[config.mk]
export PLATFORM = sky130hd
export DESIGN_NAME = bet_wl_scheduler
export DESIGN_NICKNAME = d
export VERILOG_FILES = /design/src/rtl/bet_wl_scheduler.sv
export SDC_FILE = /design/constraint.sdc
export NUM_CORES = 1
export LEC_CHECK = 0
export ABC_CLOCK_PERIOD_IN_PS = 9000
export CAP_MARGIN = 20
export CELL_PAD_IN_SITES_DETAIL_PLACEMENT = 0
export CELL_PAD_IN_SITES_GLOBAL_PLACEMENT = 2
export CORE_AREA = 2 2 137 139
export CTS_CLUSTER_SIZE = 12
export DETAILED_ROUTE_END_ITERATION = 10
export DIE_AREA = 0 0 139 141
export DONT_BUFFER_PORTS = 1
export PLACE_DENSITY_LB_ADDON = 0.1
export SYNTH_ARGS = -nofsm -noshare
export SYNTH_HDL_FRONTEND = slang
export SYNTH_SLANG_ARGS = --single-unit
[constraint.sdc]
create_clock -name clk_50 -period 9 [get_ports clk_50]
set_input_delay 1.8 -clock clk_50 [delete_from_list [all_inputs] [get_ports clk_50]]
set_output_delay 1.8 -clock clk_50 [all_outputs]
set_load 0.005 [all_outputs]
[src/rtl/bet_wl_scheduler.sv]
// -----------------------------------------------------------------------------
// bet_wl_scheduler
//
// Static wear-leveling scheduler for the Block Erase Table (BET).
//
// The BET is an external single-port RAM holding one flag bit per physical
// block: a set flag means "this block has been erased since the table was
// last cleared" (hot), a clear flag means "cold". This block owns every
// access to that RAM and keeps two running totals:
//   e_cnt - total erase events (32-bit, saturating)
//   f_cnt - number of flagged blocks (0..BLOCKS)
// When e_cnt > T * f_cnt, erases are concentrating on a small hot set. The
// scheduler then walks the BET from a rotating pointer (f_index) looking for
// a cold block and offers it to garbage collection over a req/ack handshake
// so that its static data can be migrated onto a worn block.
//
// Parameters:
//   T       ratio threshold, 16-bit unsigned
//   BLOCKS  physical block count, power of two, at most 4096
//
// Ports:
//   clk_50       in   system clock
//   rst          in   synchronous active-low reset
//   erase_en     in   erase event valid
//   erase_addr   in   [11:0] erased block index
//   erase_ready  out  erase event may be accepted this cycle
//   bet_addr     out  [11:0] BET RAM address
//   bet_rd       out  BET read strobe; bet_rdata valid the following cycle
//   bet_rdata    in   BET flag read data
//   bet_wr_en    out  BET write strobe
//   bet_wdata    out  BET write data
//   gc_req       out  GC request, held until gc_ack
//   gc_addr      out  [11:0] cold block index, stable while gc_req=1
//   gc_ack       in   GC accepted the request
//   gc_issued    out  [15:0] completed GC handshakes (BET_WL_STATS_EN only)
//
// Build option:
//   BET_WL_STATS_EN - when defined, adds the gc_issued statistics output.
//                     It saturates at 0xFFFF and is cleared by rst only,
//                     never by a table clear.
// -----------------------------------------------------------------------------
module bet_wl_scheduler #(
  parameter logic [15:0] T      = 16'd100,
  parameter int unsigned BLOCKS = 4096
) (
  input  logic        clk_50,
  input  logic        rst,
  input  logic        erase_en,
  input  logic [11:0] erase_addr,
  output logic        erase_ready,
  output logic [11:0] bet_addr,
  output logic        bet_rd,
  input  logic        bet_rdata,
  output logic        bet_wr_en,
  output logic        bet_wdata,
  output logic        gc_req,
  output logic [11:0] gc_addr,
  input  logic        gc_ack
`ifdef BET_WL_STATS_EN
  ,
  output logic [15:0] gc_issued
`endif
);

  // ---------------------------------------------------------------------------
  // Constants
  // ---------------------------------------------------------------------------
  localparam logic [12:0] BLOCKS_W = 13'(BLOCKS);
  localparam logic [11:0] IDX_MASK = 12'(BLOCKS - 1);

  localparam logic [2:0] S_CLEAR    = 3'd0;
  localparam logic [2:0] S_IDLE     = 3'd1;
  localparam logic [2:0] S_E_RD     = 3'd2;
  localparam logic [2:0] S_E_CHK    = 3'd3;
  localparam logic [2:0] S_SCAN_RD  = 3'd4;
  localparam logic [2:0] S_SCAN_CHK = 3'd5;
  localparam logic [2:0] S_GC_REQ   = 3'd6;

  // ---------------------------------------------------------------------------
  // State
  // ---------------------------------------------------------------------------
  logic [2:0]  state;
  logic [11:0] clr_idx;    // sweep pointer while clearing the table
  logic [31:0] e_cnt;      // erase events since the last clear
  logic [12:0] f_cnt;      // flagged blocks since the last clear
  logic [11:0] f_index;    // rotating cold-block search pointer
  logic [12:0] scan_cnt;   // blocks examined in the current scan
  logic        suppress;   // holds off re-trigger until the next erase
  logic [11:0] lat_addr;   // block of the erase being processed

  // ---------------------------------------------------------------------------
  // Derived values
  // ---------------------------------------------------------------------------
  // T*f_cnt never exceeds 0xFFFF*4096, so a 32-bit product cannot overflow.
  logic [31:0] thresh;
  logic        trigger;
  logic [12:0] f_cnt_inc;
  logic [12:0] scan_cnt_inc;
  logic [11:0] f_index_next;

  assign thresh       = 32'(T) * 32'(f_cnt);
  assign trigger      = !suppress && (e_cnt > thresh);
  assign f_cnt_inc    = f_cnt + 13'd1;
  assign scan_cnt_inc = scan_cnt + 13'd1;
  assign f_index_next = (f_index + 12'd1) & IDX_MASK;

  // ---------------------------------------------------------------------------
  // RAM port and handshake outputs, decoded from state
  // ---------------------------------------------------------------------------
  // NOTE: every output gets a default before the case so that no path leaves
  // it unassigned; otherwise synthesis would infer a latch to hold old values.
  always_comb begin
    erase_ready = 1'b0;
    bet_addr    = '0;
    bet_rd      = 1'b0;
    bet_wr_en   = 1'b0;
    bet_wdata   = 1'b0;
    gc_req      = 1'b0;
    case (state)
      S_CLEAR: begin
        bet_wr_en = 1'b1;
        bet_addr  = clr_idx;
      end
      S_IDLE: begin
        erase_ready = 1'b1;
      end
      S_E_RD: begin
        bet_rd   = 1'b1;
        bet_addr = lat_addr;
      end
      S_E_CHK: begin
        // Set the flag only for a block that was cold; a hot block needs no
        // write and leaves the port free.
        bet_addr = lat_addr;
        if (!bet_rdata) begin
          bet_wr_en = 1'b1;
          bet_wdata = 1'b1;
        end
      end
      S_SCAN_RD: begin
        // An arriving erase takes the RAM port this cycle; the scan read is
        // dropped and the scan is re-evaluated from IDLE afterwards.
        erase_ready = 1'b1;
        if (!erase_en) begin
          bet_rd   = 1'b1;
          bet_addr = f_index;
        end
      end
      S_GC_REQ: begin
        gc_req = 1'b1;
      end
      default: ;
    endcase
  end

  // ---------------------------------------------------------------------------
  // Sequencer
  // ---------------------------------------------------------------------------
  // NOTE: all state updates use non-blocking assignments so every register
  // samples pre-edge values; the reset branch is sampled on the clock edge
  // only, so rst is treated as an ordinary synchronous input.
  always_ff @(posedge clk_50) begin
    if (!rst) begin
      // NOTE: the BET contents are not reset here; the RAM is zeroed by the
      // CLEAR sweep that reset leads into, one address per cycle.
      state     <= S_CLEAR;
      clr_idx   <= '0;
      e_cnt     <= '0;
      f_cnt     <= '0;
      f_index   <= '0;
      scan_cnt  <= '0;
      suppress  <= 1'b0;
      lat_addr  <= '0;
      gc_addr   <= '0;
`ifdef BET_WL_STATS_EN
      gc_issued <= '0;
`endif
    end else begin
      case (state)
        S_CLEAR: begin
          if (clr_idx == IDX_MASK) begin
            // Last address written: start a fresh accounting epoch.
            state    <= S_IDLE;
            clr_idx  <= '0;
            e_cnt    <= '0;
            f_cnt    <= '0;
            f_index  <= '0;
            suppress <= 1'b0;
          end else begin
            clr_idx <= clr_idx + 12'd1;
          end
        end

        S_IDLE: begin
          // Erases always take priority over starting a scan.
          if (erase_en) begin
            lat_addr <= erase_addr & IDX_MASK;
            state    <= S_E_RD;
          end else if (trigger) begin
            scan_cnt <= '0;
            state    <= S_SCAN_RD;
          end
        end

        S_E_RD: begin
          if (e_cnt != '1) begin
            e_cnt <= e_cnt + 32'd1;
          end
          suppress <= 1'b0;
          state    <= S_E_CHK;
        end

        S_E_CHK: begin
          if (!bet_rdata) begin
            f_cnt <= f_cnt_inc;
          end
          // Every block flagged: the ratio carries no information any more,
          // so wipe the table and restart the epoch.
          if (!bet_rdata && (f_cnt_inc == BLOCKS_W)) begin
            clr_idx <= '0;
            state   <= S_CLEAR;
          end else begin
            state <= S_IDLE;
          end
        end

        S_SCAN_RD: begin
          if (erase_en) begin
            lat_addr <= erase_addr & IDX_MASK;
            state    <= S_E_RD;
          end else begin
            state <= S_SCAN_CHK;
          end
        end

        S_SCAN_CHK: begin
          if (!bet_rdata) begin
            gc_addr <= f_index;
            state   <= S_GC_REQ;
          end else begin
            f_index  <= f_index_next;
            scan_cnt <= scan_cnt_inc;
            // A full lap without a cold block means the RAM disagrees with
            // f_cnt; give up rather than loop forever inside the scan.
            if (scan_cnt_inc == BLOCKS_W) begin
              state <= S_IDLE;
            end else begin
              state <= S_SCAN_RD;
            end
          end
        end

        S_GC_REQ: begin
          if (gc_ack) begin
            f_index  <= f_index_next;
            suppress <= 1'b1;
            state    <= S_IDLE;
`ifdef BET_WL_STATS_EN
            if (gc_issued != 16'hFFFF) begin
              gc_issued <= gc_issued + 16'd1;
            end
`endif
          end
        end

        default: begin
          state <= S_CLEAR;
        end
      endcase
    end
  end

  // ---------------------------------------------------------------------------
  // Interface properties
  // ---------------------------------------------------------------------------
  a_single_port: assert property (@(posedge clk_50) !(bet_rd && bet_wr_en));

  a_gc_hold: assert property (@(posedge clk_50) disable iff (!rst)
    (gc_req && !gc_ack) |=> (gc_req && $stable(gc_addr)));

endmodule

Word level (Yosys, flattened, before mapping)
Index checks and enable logic that the tools add are counted.
- register bits after elaboration: 110
- bits of input ports: 17
- output and inout port bits: 29
- add/subtract/negate cells: 5
- multipliers: 1
- $lt $le $gt $ge: 1
- equal/unequal tests: 19
- multiplexer cells: 38
- bitwise logic cells: 1
- reductions and logical operators: 21
- operators with widths (kind ; count):
    $mux W12 ; 6
    $pmux W12 S3 ; 2
    $mux W13 ; 5
    $mux W32 ; 2
    $pmux W32 S2 ; 1
    $pmux W13 S2 ; 2
    $add A32 B1 Y32 const B ; 1
    $gt A32 B20 Y1 ; 1
    $ne A32 B32 Y1 const B ; 1
    $add A13 B1 Y13 const B ; 2
    $eq A13 B13 Y1 const B ; 2
    $add A12 B1 Y12 const B ; 2
    $pmux W12 S2 ; 1
    $mux W3 ; 7
    $pmux W3 S7 ; 1
    $mul A5 B13 Y18 const A ; 1
    $ne A2 B2 Y1 const B ; 8
    $eq A12 B12 Y1 const B ; 1
    $reduce_and A3 Y1 ; 4
    $eq A3 B3 Y1 const B ; 3
    $mux W1 ; 8
    $reduce_and A4 Y1 ; 2
    $eq A3 B2 Y1 const B ; 2
    $reduce_and A2 Y1 ; 3
    11 further kinds ; 18

Logic depth before layout (Yosys ltp)
- word-level depth: 6
- depth in mapped cells: 22
- mapped depth without buffers: 21

Least setup slack after synthesis
Ideal clock, no wire load.
- path type: input -> output
- start: input erase_en
- end: output bet_addr[1]
- arrival: 2.711 ns
- data required time: 7.200 ns
- slack: 4.489 ns
- cell stages on the path: 6
- buffers on the path: 1
- cell sequence: nor2_1 > nand2_1 > nor2_1 > clkbuf_1 > a222oi_1 > inv_1
- word-level cells in the longest chain between the ends: 2
- ends and longest elaborated chain (element ; RTL line ; text):
    start: declaration ; 48 ; input logic erase_en,
    $mux W12 ; 144 ; if (!erase_en) begin
    $pmux W12 S3 ; 119 ; case (state)
    end: declaration ; 51 ; output logic [11:0] bet_addr,
No other way between the ends.

Final worst setup path
- start: register f_cnt[0]
- end: register scan_cnt[11]
- word-level cells in the longest chain between the ends: 5
- ends and longest elaborated chain (element ; RTL line ; text):
    start: declaration ; 85 ; logic [12:0] f_cnt;
    start signal: assignment ; 215 ; f_cnt <= f_cnt_inc;
    $mul A5 B13 Y18 ; 101 ; assign thresh = 32'(T) * 32'(f_cnt);
    $gt A32 B20 Y1 ; 102 ; assign trigger = !suppress && (e_cnt > thresh);
    $logic_and A1 B1 Y1 ; 102 ;
    $ne A2 B2 Y1 (no line) ; - ;
    $reduce_and A4 Y1 (no line) ; - ;
    end signal: assignment ; 242 ; scan_cnt <= scan_cnt_inc;
    end: declaration ; 87 ; logic [12:0] scan_cnt;
No other way between the ends.
A chain may end at the register's enable or synchronous reset.

==> impl_results.md <==
* Area growth syn-to-layout at 5.36%
* Run status: completed
* Overall die height at ~140 um
* Number of optimization iterations in the first detailed-route pass at 5
* Final hold vios at 0
* Total setup violations reported at the end of the flow at 0
* Number of sinks driven by the clock tree at 110
* # hold bufs at CTS at 0
* Data required time of the critical path at between 9000 and 10000 ps
* Port buffer count at 0
* Post-route non-filler standard cell count at ~1100
* Routed WL per cell at 17.5 um
* Multiplexer share of the synthesized area at 0.0175
* Number of placement rows at 50
* Total global-route track usage at 0.205
* Critical Path Slowest Stage Cell: sky130_fd_sc_hd__dfxtp_1
* Adder-cell share of the synthesized area at 0.136
* Most used cells in the layout excluding fill and tap cells: sky130_fd_sc_hd__dfxtp_1, sky130_fd_sc_hd__nand2_1, sky130_fd_sc_hd__nor2_1, sky130_fd_sc_hd__inv_1, sky130_fd_sc_hd__ha_1
* Pin count of the biggest net entering global routing at between 60 and 70
* Post-route DRC violation count at 0
* Number of max-cap violations at 0
* Avg Cell Area, Syn at approximately 8 um2
* Crit end category: flop
* Largest family of logic cells by synthesized area: simple AND/OR/NAND/NOR gates
* Total wirelength of the detailed-routed design at around 20000 um
* Post-synthesis sequential element count at 110
* Final Wtd Congestion at ~0.84
* Largest driver fanout on the critical path at 12
* Simple logic cell fraction of the synthesized area at 0.258
* Post-synth EDFFs at 0
* Clock latency on the worst-skew pair at about 370 ps
* Vias after detailed routing at between 6000 and 7000
* End-of-flow core utilization at 0.434
* Starting density of the core at 0.412
* Worst path max stage delay at between 500 and 600 ps
* Number of antenna violations at the first check in global routing at 0
* Clock tree from TritonCTS: done
* Fmax at 189 MHz
* Half-perimeter wire length after placement at 14900 um
* I/O pin total at 46
* Via density at between 5 and 6
* Maximum root-to-sink buffer count at 2
* Count of inserted antenna diode cells at 0
* Area of the core at roughly 0.018 mm2
* H-tree Lvls at 3
* Async set or reset register ratio after synthesis at 0
* Post-CTS setup buffer count at 0
* Mapped cell area at roughly 0.0075 mm2
* # resized after CTS at 0
* Period utilisation layout at 0.589
* Commonest non-fill, non-tap cell in the layout: sky130_fd_sc_hd__dfxtp_1
* Final net count at roughly 1000
* Setup total negative slack at 0 ps
* Distinct cell type count after synthesis at between 60 and 70
* Root buffer cell: sky130_fd_sc_hd__clkbuf_16
* Vias in the first global route at 6168
* Final setup margin at 3700 ps
* Leakage power figure at 3.26 nW
* Most prevalent standard cell on the critical path: sky130_fd_sc_hd__ha_1
* Parity-gate share of the synthesized area counting xor and xnor cells at 0.0617
* Fraction of final layout cells sized beyond drive strength 1 at 0.0407
* Category of the most critical setup path: flop to flop
* Ordered list of cells on the worst path: ha_1, ha_1, ha_1, ha_1, a211oi_1, o21ai_0, nand3_1, a31oi_1, a21o_1, a21oi_1, xnor2_1, ha_1, a21oi_1, o21a_1, o211ai_1, o21ai_0, a211oi_1, or2_2, a311oi_1
* Total die area at between 0.015 and 0.02 mm2
* Clock slew at reported path FFs at ~90 ps
* Number of CTS-inserted buffers at 9
* Worst IR drop on VDD at 0.109 mV
* Total instance count after detailed placement at between 1000 and 1500
* Worst hold slack across all endpoints at about 480 ps
* Number of design-rule violations left by the first detailed-router iteration at 380
* Main flop type after synthesis: sky130_fd_sc_hd__dfxtp_1
* Hold WC Path Type: flop to flop
* Power density relative to cell area at approximately 140 mW/mm2
* Sequential element share of the synthesized area at 0.293
* Critical path data arrival time at about 5600 ps
* Number of nets with antenna violations after detailed routing at 0
* Count of yosys warnings during synthesis at 0
* DIE WIDTH at between 100 and 150 um
* Max Clock Skew at approximately 13 ps
* Kind of start point of the critical path: flop
* Area fraction in compound gates after synthesis at 0.170
* Residual overflow from global routing at 0
* Minimum clock period at 5300 ps
* Worst Setup Slack post-DPL at approximately 3700 ps
* Slew at the pin closest to its max-slew limit at roughly 1000 ps
* Unrepaired setup endpoints after global routing: false
* Final max-slew violation count at 0
* First-pass GRT wire length at between 30000 and 40000 um
* Nets in the synthesized netlist at between 1000 and 1500
* Gate Count Post-Synth at about 940
* Relative max-transition margin at 0.311
## worst paths after layout
kind | start | to | slack (ps) | depth (start not counted)
setup / recovery | f_cnt[0]$_SDFFE_PN0P_ | scan_cnt[11]$_SDFFE_PN0P_ | 3700 | 19
hold / removal | gc_addr[7]$_SDFFE_PN0P_ | gc_addr[7]$_SDFFE_PN0P_ | 480 | 2
setup reg to reg | f_cnt[0]$_SDFFE_PN0P_ | scan_cnt[11]$_SDFFE_PN0P_ | 3700 | 19
hold reg to reg | gc_addr[7]$_SDFFE_PN0P_ | gc_addr[7]$_SDFFE_PN0P_ | 480 | 2
## report_power, final
| group | leakage (nW) | internal [mW] | switching [mW] |
|---|---|---|---|
| Clock | 0.148 | 0.198 | 0.212 |
| Combinational | 2.23 | 0.0568 | 0.104 |
| Sequential | 0.887 | 0.502 | 0.0255 |
## synthesized netlist by cell type (23+ instances only)
master                     instances  area, um2
sky130_fd_sc_hd__xor2_1           32        280
sky130_fd_sc_hd__nand3_1          29        145
sky130_fd_sc_hd__clkbuf_1         30        113
sky130_fd_sc_hd__nand2_1         100        375
sky130_fd_sc_hd__nor2b_1          23        144
sky130_fd_sc_hd__nor2_1           74        278
sky130_fd_sc_hd__o21ai_0          46        230
sky130_fd_sc_hd__nand4_1          32        200
sky130_fd_sc_hd__a21oi_1          53        265
sky130_fd_sc_hd__dfxtp_1         110       2200
sky130_fd_sc_hd__ha_1             69        863
sky130_fd_sc_hd__inv_1            69        259
## metal layers
layer	up-vias	share of wire	wire length, um	track usage
met1	3073	0.47	9320	0.272
met4	0	0.017	337	0.0680
met2	123	0.48	9610	0.347
li1	3271	-	-	-
met3	20	0.036	726	0.0282
met5	-	0	0	0
## logic make-up after synthesis
kind of cell    count (synthesis)
compound gates                195
simple gates                  373
mux                            13
flops                         110
xor+xnor                       53
fa+ha+maj                      77
buf+inv                       116
## critical path, delay by kind of cell, from the launching register on
family                     cells  cell delay [ps]
xor gates and xnor gates       1              140
AOI/OAI and AO/OA             11             2290
DFF                            1              550
and+or+nand+nor                2              560
adders and majority gates      5             1660
## layout make-up
cell class | instances | area [um2]
Clock buffer | 9 | 225
Sequential cell | 110 | 2200
Multi-Input combinational cell | 711 | 4840
Tap cell | 234 | 293
Inverter | 69 | 259
Clock inverter | 7 | 78.8
Timing Repair Buffer | 3 | 22.5
Fill cell | 1867 | 10300
## metrics by stage
stage / area (um2) / power [mW]
detailed placement: 7620 / 0.701
global route: 7920 / 1.15
CTS: 7920 / 1.11
global placement: 7620 / 0.699
finish: 7920 / 1.10
floorplan: 7520 / 0.659
## registers in the layout, summed over array words and instances (netlist names)
name	flops
clr_idx	12
suppress	1
e_cnt	32
scan_cnt	13
lat_addr	12
f_index	12
gc_addr	12
f_cnt	13
state	3
Note: power is estimated with default switching activity, not from simulation.
==> RTL change: new RTL, config.mk and constraints unchanged <==
Build with the macro `BET_WL_STATS_EN` defined.
--- a/src/rtl/bet_wl_scheduler.sv
+++ b/src/rtl/bet_wl_scheduler.sv
@@ -40,4 +40,6 @@
 //                     never by a table clear.
 // -----------------------------------------------------------------------------
+`define BET_WL_STATS_EN
+
 module bet_wl_scheduler #(
   parameter logic [15:0] T      = 16'd100,
Function (old outputs only; new: gc_issued): kept (equiv_simple and equiv_induct, registers matched by name and starting in step).
==> RTL change against the unedited design <==
- maximum frequency grew 2.0%
- wire length is 0.60% lower
- synthesized cell count rose by 4.4%
- design area grew 10%
- sequential cell count up 16
- synthesized area increased by 5.7%
- worst setup slack better by 0.11 ns
- highest routed layer unchanged
Power is not compared: it rests on default switching activity, and its combinational part moved more than twofold at a synthesized area within 25%.
==> RTL change: results (changes against the unedited design) <==
Outcome
  – Status: complete, no violations

Critical path
  – CP endpoint: bet_wdata
  – R2r startpoint: f_cnt[0]$_SDFFE_PN0P_
  – Reg2Reg Depth: 18 (-1)
  – Crit-path max FO: 17 (+5)
  – Crit path from: state[1]$_SDFFE_PN0P_
  – FF-to-FF End: scan_cnt[9]$_SDFFE_PN0P_
  – Max incr delay on CP: 0.93 ns (+0.38 ns)
  – Crit path DAT: 3.40 ns (-2.17 ns)
  – Worst path slowest cell: nor2b_1
  – Crit-path leading delay family: simple AND/OR/NAND/NOR gates

Place
  – Detail Placement HPWL: 14600 microns (-2.2%)
  – Post-placement setup slack: 3.97 ns (+0.248 ns)
  – GP Congestion: 0.827 (-1.5%)
  – IO buf count: 0 (unchanged)

GRT
  – Largest net degree at the start of global routing: 58 (-11%)
  – Global-route wire length before repair: 33200 microns (+1.2%)
  – Gr usage total: 20.6% (+0.091 points)
  – GR Layer Usage met2: 35.8% (+1.2 points)
  – Grt met3 use: 4.65% (+1.8 points)
  – Initial antenna violation count: 0 (unchanged)
  – Met1 Usage GRT: 26.0% (-1.2 points)
  – Vias in the first global route: 6597 (+7.0%)

Route
  – DR WL met2: 9800 microns (+1.9%)
  – Via count: 6796 (+4.8%)
  – Met3 WL post-DR: 850 microns (+17%)
  – Initial DRC Count: 440 (+16%)
  – Avg WL per Cell: 16.5 microns (-5.6%)
  – Met1 wire length: 9000 microns (-3.5%)
  – Max Used Layer: met4

Yosys
  – Most frequent cells after synthesis: 126 x dfxtp_1, 118 x nor2_1, 94 x nand2_1, 69 x ha_1, 57 x inv_1
  – Yosys warns: 0 (unchanged)
  – Syn nets: 1072 (+4.0%)
  – Yosys cell types: 59 (-13%)
  – Sequential fraction of the synthesis area: 31.8% (+2.5 points)
  – Largest cells by area after synthesis: dfxtp_1 32%, ha_1 11%, nor2_1 5.6%

Layout
  – N_diodes: 0 (unchanged)
  – Fin nets: 1051 (+5.3%)
  – Layout cells sized above 1: 5.15% (+1.1 points)
  – Top Registers: e_cnt (32), gc_issued (16)

Timing
  – F_max: 192 MHz (+2.0%)
  – Fin Clk Skew: 0.00989 ns (-0.00350 ns)
  – Worst slew margin: 27.6% (-3.5 points)

Power and ir drop
  – Peak VDD IR: 0.127 mV
  – Leakage: 3.53 nW

Clock tree
  – H-tree levels: 4 (+1)
  – Clk slew on worst S/H paths: 0.07 ns (-0.02 ns)
  – Root Buffer: clkbuf_16
  – Post-CTS setup buffers: 0 (unchanged)
  – Clk_lat worst skew: 0.43 ns (+0.06 ns)
  – TritonCTS buffer count: 17 (+8)
  – PostCTS Resize Cnt: 0 (unchanged)
-- RTL change: cell types whose count changed after synthesis, sizes merged, moves of 7 or more --
cell / delta
nor2: +44
dfxtp: +16
a21boi: -15
xnor2: +10
o21ai: -7
inv: -10
xor2: +16
nor2b: -14
-- RTL change: final cells by class --
class / instances / area [sq um]
timing repair buffer: 5 / 50.0
tap: 234 / 293
inverter: 59 / 221
sequential: 126 / 2520
clock inverter: 14 / 170
clock buffer: 18 / 439
multi-input combinational: 748 / 5020
fill: 1832 / 9550
-- RTL change: report_power, final --
part | total (mW) | leakage [nW] | switching, mW | internal (mW)
clock network | 0.710 | 0.294 | 0.285 | 0.426
registers | 0.577 | 1.02 | 0.0124 | 0.564
logic | 0.0570 | 2.22 | 0.0371 | 0.0199
-- RTL change: kinds of logic after synthesis --
group	synth area share, %
and+or+nand+nor	24.9
AOI/OAI and AO/OA	14.4
DFF	31.8
buffers and inverters	5.13
xor gates and xnor gates	8.71
adders and majority gates	12.9
muxes	2.14
-- RTL change: metrics by stage --
stage / instances / hold slack [ns] / utilization (%) / area (sq um) / total power, mW
after floorplan: 978 / 0.449 / - / 7940 / 0.630
after global placement: 1171 / 0.467 / 44.3 / 8090 / 0.643
after detailed placement: 1171 / 0.469 / 44.3 / 8090 / 0.645
after CTS: 1203 / 0.480 / 47.6 / 8700 / 1.36
after global routing: 1204 / 0.506 / 47.7 / 8720 / 1.40
final: 1204 / 0.476 / 47.7 / 8720 / 1.34
-- RTL change: worst register-to-register path: cells and delay by family (launching register included) --
kind | cells | cell delay, ns
buf+inv | 1 | 0.22
compound gates | 10 | 2.24
fa+ha+maj | 5 | 1.62
xor+xnor | 1 | 0.18
simple gates | 1 | 0.13
flops | 1 | 0.56
